File: src/rtl/pc_fetch_pkg.sv
// Shared types and constants for the instruction-fetch stage.
// Holds the fetch state encoding, reset default, NOP word and PC helpers.
package pc_fetch_pkg;

    typedef enum logic [1:0] {
        ST_REQ  = 2'd0,
        ST_WAIT = 2'd1,
        ST_HOLD = 2'd2
    } fetch_state_e;

    localparam logic [31:0] RESET_PC_DEFAULT = 32'h0000_0000;
    localparam logic [31:0] NOP              = 32'h0000_0000;
    localparam logic [31:0] PC_STEP          = 32'd4;

    // Redirect targets are forced onto a word boundary.
    function automatic logic [31:0] pc_align(input logic [31:0] addr);
        return addr & 32'hFFFF_FFFC;
    endfunction

    function automatic logic [31:0] pc_next_seq(input logic [31:0] addr);
        return addr + PC_STEP;
    endfunction

endpackage

File: src/rtl/fetch_buffer.sv
// IF/ID pipeline register plus a one-word buffer that parks a returned
// instruction while the decode stage is stalled.
module fetch_buffer
    import pc_fetch_pkg::*;
(
    input  logic        clk,
    input  logic        reset,
    input  logic        load,
    input  logic        use_buf,
    input  logic        capture,
    input  logic        flush,
    input  logic        hold,
    input  logic [31:0] fill_pc,
    input  logic [31:0] fill_instr,
    output logic        if_valid,
    output logic [31:0] if_pc,
    output logic [31:0] if_pc_plus4,
    output logic [31:0] if_instr
);

    logic [31:0] buf_instr;

    always_ff @(posedge clk) begin
        if (reset) begin
            buf_instr   <= NOP;
            if_valid    <= 1'b0;
            if_pc       <= 32'h0000_0000;
            if_pc_plus4 <= 32'h0000_0000;
            if_instr    <= NOP;
        end else begin
            if (flush) begin
                buf_instr <= NOP;
            end else if (capture) begin
                buf_instr <= fill_instr;
            end

            // Flush wins; otherwise a load fills the stage, a hold keeps it,
            // and anything else leaves a bubble.
            if (flush) begin
                if_valid <= 1'b0;
            end else if (load) begin
                if_valid    <= 1'b1;
                if_pc       <= fill_pc;
                if_pc_plus4 <= pc_next_seq(fill_pc);
                if_instr    <= use_buf ? buf_instr : fill_instr;
            end else if (!hold) begin
                if_valid <= 1'b0;
            end
        end
    end

endmodule

File: src/rtl/pc_fetch_unit.sv
// Instruction fetch: one outstanding memory request, redirect handling with
// discard of in-flight words, and a stall buffer feeding the IF/ID register.
//
// state | meaning
// REQ   | request driven on the memory port at address pc
// WAIT  | one request accepted, waiting for read data
// HOLD  | returned word parked in the buffer while decode is stalled
module pc_fetch_unit
    import pc_fetch_pkg::*;
#(
    parameter logic [31:0] RESET_PC = RESET_PC_DEFAULT
)
(
    input  logic        clk,
    input  logic        reset,
    input  logic [31:0] next_pc_in,
    input  logic        redirect,
    input  logic        stall,
    output logic [31:0] pc,
    output logic        imem_req,
    output logic [31:0] imem_addr,
    input  logic        imem_ready,
    input  logic        imem_rvalid,
    input  logic [31:0] imem_rdata,
    output logic        if_valid,
    output logic [31:0] if_pc,
    output logic [31:0] if_pc_plus4,
    output logic [31:0] if_instr
);

    fetch_state_e state;
    logic         discard;

    logic accept_word;
    logic deliver_live;
    logic deliver_buf;
    logic capture_word;

    always_comb begin
        accept_word  = (state == ST_WAIT) && imem_rvalid && !discard && !redirect;
        deliver_live = accept_word && !stall;
        capture_word = accept_word && stall;
        deliver_buf  = (state == ST_HOLD) && !stall && !redirect;
    end

    assign imem_req  = (state == ST_REQ);
    assign imem_addr = pc;

    always_ff @(posedge clk) begin
        if (reset) begin
            state   <= ST_REQ;
            pc      <= RESET_PC;
            discard <= 1'b0;
        end else if (redirect) begin
            pc <= pc_align(next_pc_in);
            case (state)
                ST_REQ: begin
                    // An accepted request now targets the old path; drop its data.
                    if (imem_ready) begin
                        state   <= ST_WAIT;
                        discard <= 1'b1;
                    end
                end
                ST_WAIT: begin
                    if (imem_rvalid) begin
                        state   <= ST_REQ;
                        discard <= 1'b0;
                    end else begin
                        discard <= 1'b1;
                    end
                end
                default: begin
                    state   <= ST_REQ;
                    discard <= 1'b0;
                end
            endcase
        end else begin
            case (state)
                ST_REQ: begin
                    if (imem_ready) begin
                        state <= ST_WAIT;
                    end
                end
                ST_WAIT: begin
                    if (imem_rvalid) begin
                        if (discard) begin
                            discard <= 1'b0;
                            state   <= ST_REQ;
                        end else if (stall) begin
                            state <= ST_HOLD;
                        end else begin
                            pc    <= pc_next_seq(pc);
                            state <= ST_REQ;
                        end
                    end
                end
                ST_HOLD: begin
                    if (!stall) begin
                        pc    <= pc_next_seq(pc);
                        state <= ST_REQ;
                    end
                end
                default: begin
                    state <= ST_REQ;
                end
            endcase
        end
    end

    fetch_buffer u_fetch_buffer (
        .clk         (clk),
        .reset       (reset),
        .load        (deliver_live || deliver_buf),
        .use_buf     (deliver_buf),
        .capture     (capture_word),
        .flush       (redirect),
        .hold        (stall),
        .fill_pc     (pc),
        .fill_instr  (imem_rdata),
        .if_valid    (if_valid),
        .if_pc       (if_pc),
        .if_pc_plus4 (if_pc_plus4),
        .if_instr    (if_instr)
    );

endmodule

File: config.mk
export PLATFORM = sky130hd
export DESIGN_NAME = pc_fetch_unit
export DESIGN_NICKNAME = d
export VERILOG_FILES = /design/src/rtl/pc_fetch_pkg.sv /design/src/rtl/fetch_buffer.sv /design/src/rtl/pc_fetch_unit.sv
export SDC_FILE = /design/constraint.sdc
export NUM_CORES = 1
export LEC_CHECK = 0
export CAP_MARGIN = 10
export CORE_ASPECT_RATIO = 2
export CORE_MARGIN = 4
export CORE_UTILIZATION = 47
export DETAILED_ROUTE_END_ITERATION = 10
export GPL_TIMING_DRIVEN = 0
export PLACE_DENSITY = 0.81
export SYNTH_ARGS = -nofsm -noshare
export SYNTH_HDL_FRONTEND = slang
export SYNTH_SLANG_ARGS = --single-unit
File: constraint.sdc
create_clock -name clk -period 2.69 [get_ports clk]
set_clock_uncertainty 0.15 [all_clocks]
set_input_delay 0.4035 -clock clk [delete_from_list [all_inputs] [get_ports clk]]
set_output_delay 0.4035 -clock clk [all_outputs]
set_load 0.05 [all_outputs]
==> results.cfg, run 1 <==
[clock_tree]
cts_resized = 0
cts_tree = built
clkSlewWorstSetupHoldPaths_ns = 0.06
cts_hold_buf = 0
h-tree-depth = 4
clk_latency_ns = 0.41
cts_setup_buffers = 0
clockBufferDepth = 2
cts_root_buf = clkbuf_16
clock-sinks = 158
cts_buffers = 17

[synth]
synthDistinctLibCells = 48
synth_edf_count = 0
synth.ff_latch_count = 158
post-synth-top-count-cell = dfxtp_1
synth_top_area_share_pct = 44.07
synth_cells = 850
syn_area_per_cell_um2 = 8.443
yosysTopAreaCell = dfxtp_1
ys_seq_area_share_pct = 44.07
netlist_area_mm2 = 0.007177
ys_async_sr_fraction_pct = 0
synth_flop_cell = dfxtp_1
synth_common_cells = dfxtp_1, nand2_1, a21oi_1
yosysWarnings = 0
synth_area_leaders = dfxtp_1, nand2_1, a211oi_1

[final_layout]
multi_input_area_mm2 = 0.003386
synthToLayoutAreaGrowth_pct = 42.77
fill_cells = 1214
nets = 1167
fin_area_mm2 = 0.01025
drive_gt1_share_pct = 9.666
regArea_mm2 = 0.003163

[grt]
grt_util_all_layers_pct = 26.01
grt_max_degree = 17
grt_pass1_vias = 6777
grt_pass1_wl_um = 35180
antenna_found_initial = 1
grt_overflow = 0

[die]
die_w_um = 95.38
num_rows = 63
fp.dieH_um = 182.8
core_mm2 = 0.01490
start_util_pct = 48.17
dieArea_mm2 = 0.01743
pin_count = 232

[sta]
maxSlewViolCount = 0
period_share_pct = 93.15
max_slew_margin_pct = 51.31
tns_ns = 0
rsz0062_at_grt = no
worst_pin_slew_ns = 0.7303
fmax_ghz = 0.3991
final.min_clock_period_ns = 2.506
setup_viol = 0
finalHoldViolations = 0

[setup_path]
worstPathCellList = ha_1 -> nand3_1 -> nor3_2 -> nand2_1 -> or3_1 -> a31oi_1
crit_required_ns = 2.87
cp_max_fo = 8
critPathMaxStageDelay_ns = 0.51
cpMaxStageDelayCell = dfxtp_1
worst_setup_path_end_kind = flop
startpoint_type = flop
cp_data_arrival_time_ns = 2.69
path_class = reg2reg

[worst_hold_path]
hp-class = reg2reg

[route]
post_drt_wl_per_cell_um = 17.34
drt.antenna.violating_nets = 0
dr.pass1.iters = 5
routed_wl_um = 22610
vias_per_cell = 5.247
dr_total_vias = 6842
drc = 0
dr.first_iter.drc_count = 349

[placement]
port_buffers = 220
dp.final_hpwl_um = 17230
postPlaceCellArea_mm2 = 0.009649
routabilityCongestion = 0.8763

[power]
switching_share_pct = 28.56
total_leakage_power_nw = 3.566
seqPwrFrac_pct = 41.8
clock_power_share_pct = 41.4
vdd_drop_max_mv = 0.5170
p_switching_mw = 1.701
p_comb_share_pct = 16.8
pwr_density_cell_mw_per_mm2 = 581.2
cellInternalPower_mw = 4.254

[flow_run]
maxCapViolations = 0

[outcome]
status = completed
final timing paths:
kind	cells after the start	startpoint	slack, ns	end
worst max-delay path	6	imem_addr[2]	0.18	imem_addr[24]
worst min register to register	2	u_fetch_buffer.if_pc[9]	0.30	u_fetch_buffer.if_pc[9]
worst min-delay path	2	u_fetch_buffer.if_pc[9]	0.30	u_fetch_buffer.if_pc[9]
worst max register to register	6	imem_addr[2]	0.18	imem_addr[24]
sequential cells by signal, summed over array words and instances (netlist names):
| signal | cells |
|---|---|
| u_fetch_buffer.buf_instr | 32 |
| u_fetch_buffer.if_instr | 32 |
| imem_addr | 30 |
| u_fetch_buffer.if_pc | 30 |
| u_fetch_buffer.if_pc_plus4 | 30 |
| state | 2 |
| discard | 1 |
| u_fetch_buffer.if_valid | 1 |
metal layers:
metal	vias up	track usage, %	part of all wire, %
li1	3345	-	-
met1	3225	25.38	34
met2	218	50.32	57
met3	54	4.803	5.2
met4	0	12.43	3.7
met5	-	0	0
worst max-delay path: cells and delay by family (launching register included):
kind / cells / cell delay, ns
compound gates: 1 / 0.15
fa+ha+maj: 1 / 0.28
flops: 1 / 0.51
simple gates: 4 / 1.34
through the flow:
stage                     worst slack [ns]  hold WS (ns)  instances  total power, mW  utilization, %
after floorplan                     0.3193        0.2860        857            3.158               -
after global placement            -0.02999        0.2908       1272            3.528           64.77
after detailed placement           -0.1155        0.2963       1272            3.538           64.77
after CTS                           0.2042        0.3047       1302            5.982           68.74
after global routing               0.01562        0.3208       1303            6.141           68.76
final                               0.1842        0.3030       1304            5.955           68.77
power groups by stage:
| stage | combinational, mW | sequential (mW) | clock, mW |
|---|---|---|---|
| 2_1_floorplan | 0.431 | 2.73 | 0 |
| 3_3_place_gp | 0.991 | 2.54 | 0 |
| 3_5_place_dp | 0.999 | 2.54 | 0 |
| 4_1_cts | 1.00 | 2.49 | 2.49 |
| 5_1_grt | 1.06 | 2.50 | 2.59 |
| 6_report | 1.00 | 2.49 | 2.47 |
cells by family (layout without fill, tap and decap cells):
| group | after synthesis | count (layout) | synth area share [%] |
|---|---|---|---|
| AOI/OAI and AO/OA | 184 | 184 | 16.27 |
| buffers and inverters | 124 | 374 | 9.118 |
| DFF | 158 | 158 | 44.07 |
| xor gates and xnor gates | 51 | 51 | 6.224 |
| muxes | 39 | 39 | 5.457 |
| other | 1 | 10 | 0.05225 |
| and+or+nand+nor | 292 | 292 | 18.64 |
| adders and majority gates | 1 | 1 | 0.1743 |
final cells by class:
cell class                 count  share of cell area [%]
clock buffer                  18                   4.189
antenna                        2                 0.04885
buffer                       105                   5.691
tap                          195                   2.381
clock inverter                12                   1.587
timing repair buffer         220                   21.49
multi-input combinational    575                   33.04
inverter                      19                  0.6961
sequential                   158                   30.87
cell usage in the layout, fill, tap and decap left out, types with 2 or more instances in the layout:
master,synthesis,routed
and2_1,3,3
nor2_1,76,76
o22ai_1,2,2
a211oi_1,65,65
clkinvlp_4,0,5
o21ai_0,3,3
nor3_2,2,2
a2111oi_0,2,2
buf_2,28,28
mux2i_1,38,38
bufinv_16,0,3
diode_2,0,2
xnor2_1,25,25
inv_6,0,3
and4_1,4,4
dfxtp_1,158,158
o21a_1,15,15
clkbuf_1,36,37
o21ai_1,3,3
clkbuf_16,0,17
nand2_1,142,142
nand2b_1,2,2
and3_1,8,8
nor3b_1,2,2
or3_1,3,3
nor3_4,2,2
a21oi_1,86,86
nor4_1,2,2
clkdlybuf4s50_1,0,220
a211o_1,2,2
nand4_1,17,17
xor2_1,26,26
nor3_1,4,4
buf_4,39,39
nand3_1,16,16
inv_1,19,19
nor2b_1,3,3
conb_1,1,8
Note: power is estimated with default switching activity, not from simulation.
==> run 2: changes to the inputs <==
CAP_MARGIN = 20   (was 10)
==> results of run 2 <==
Final layout, timing and power as in run 1 (identical DEF).
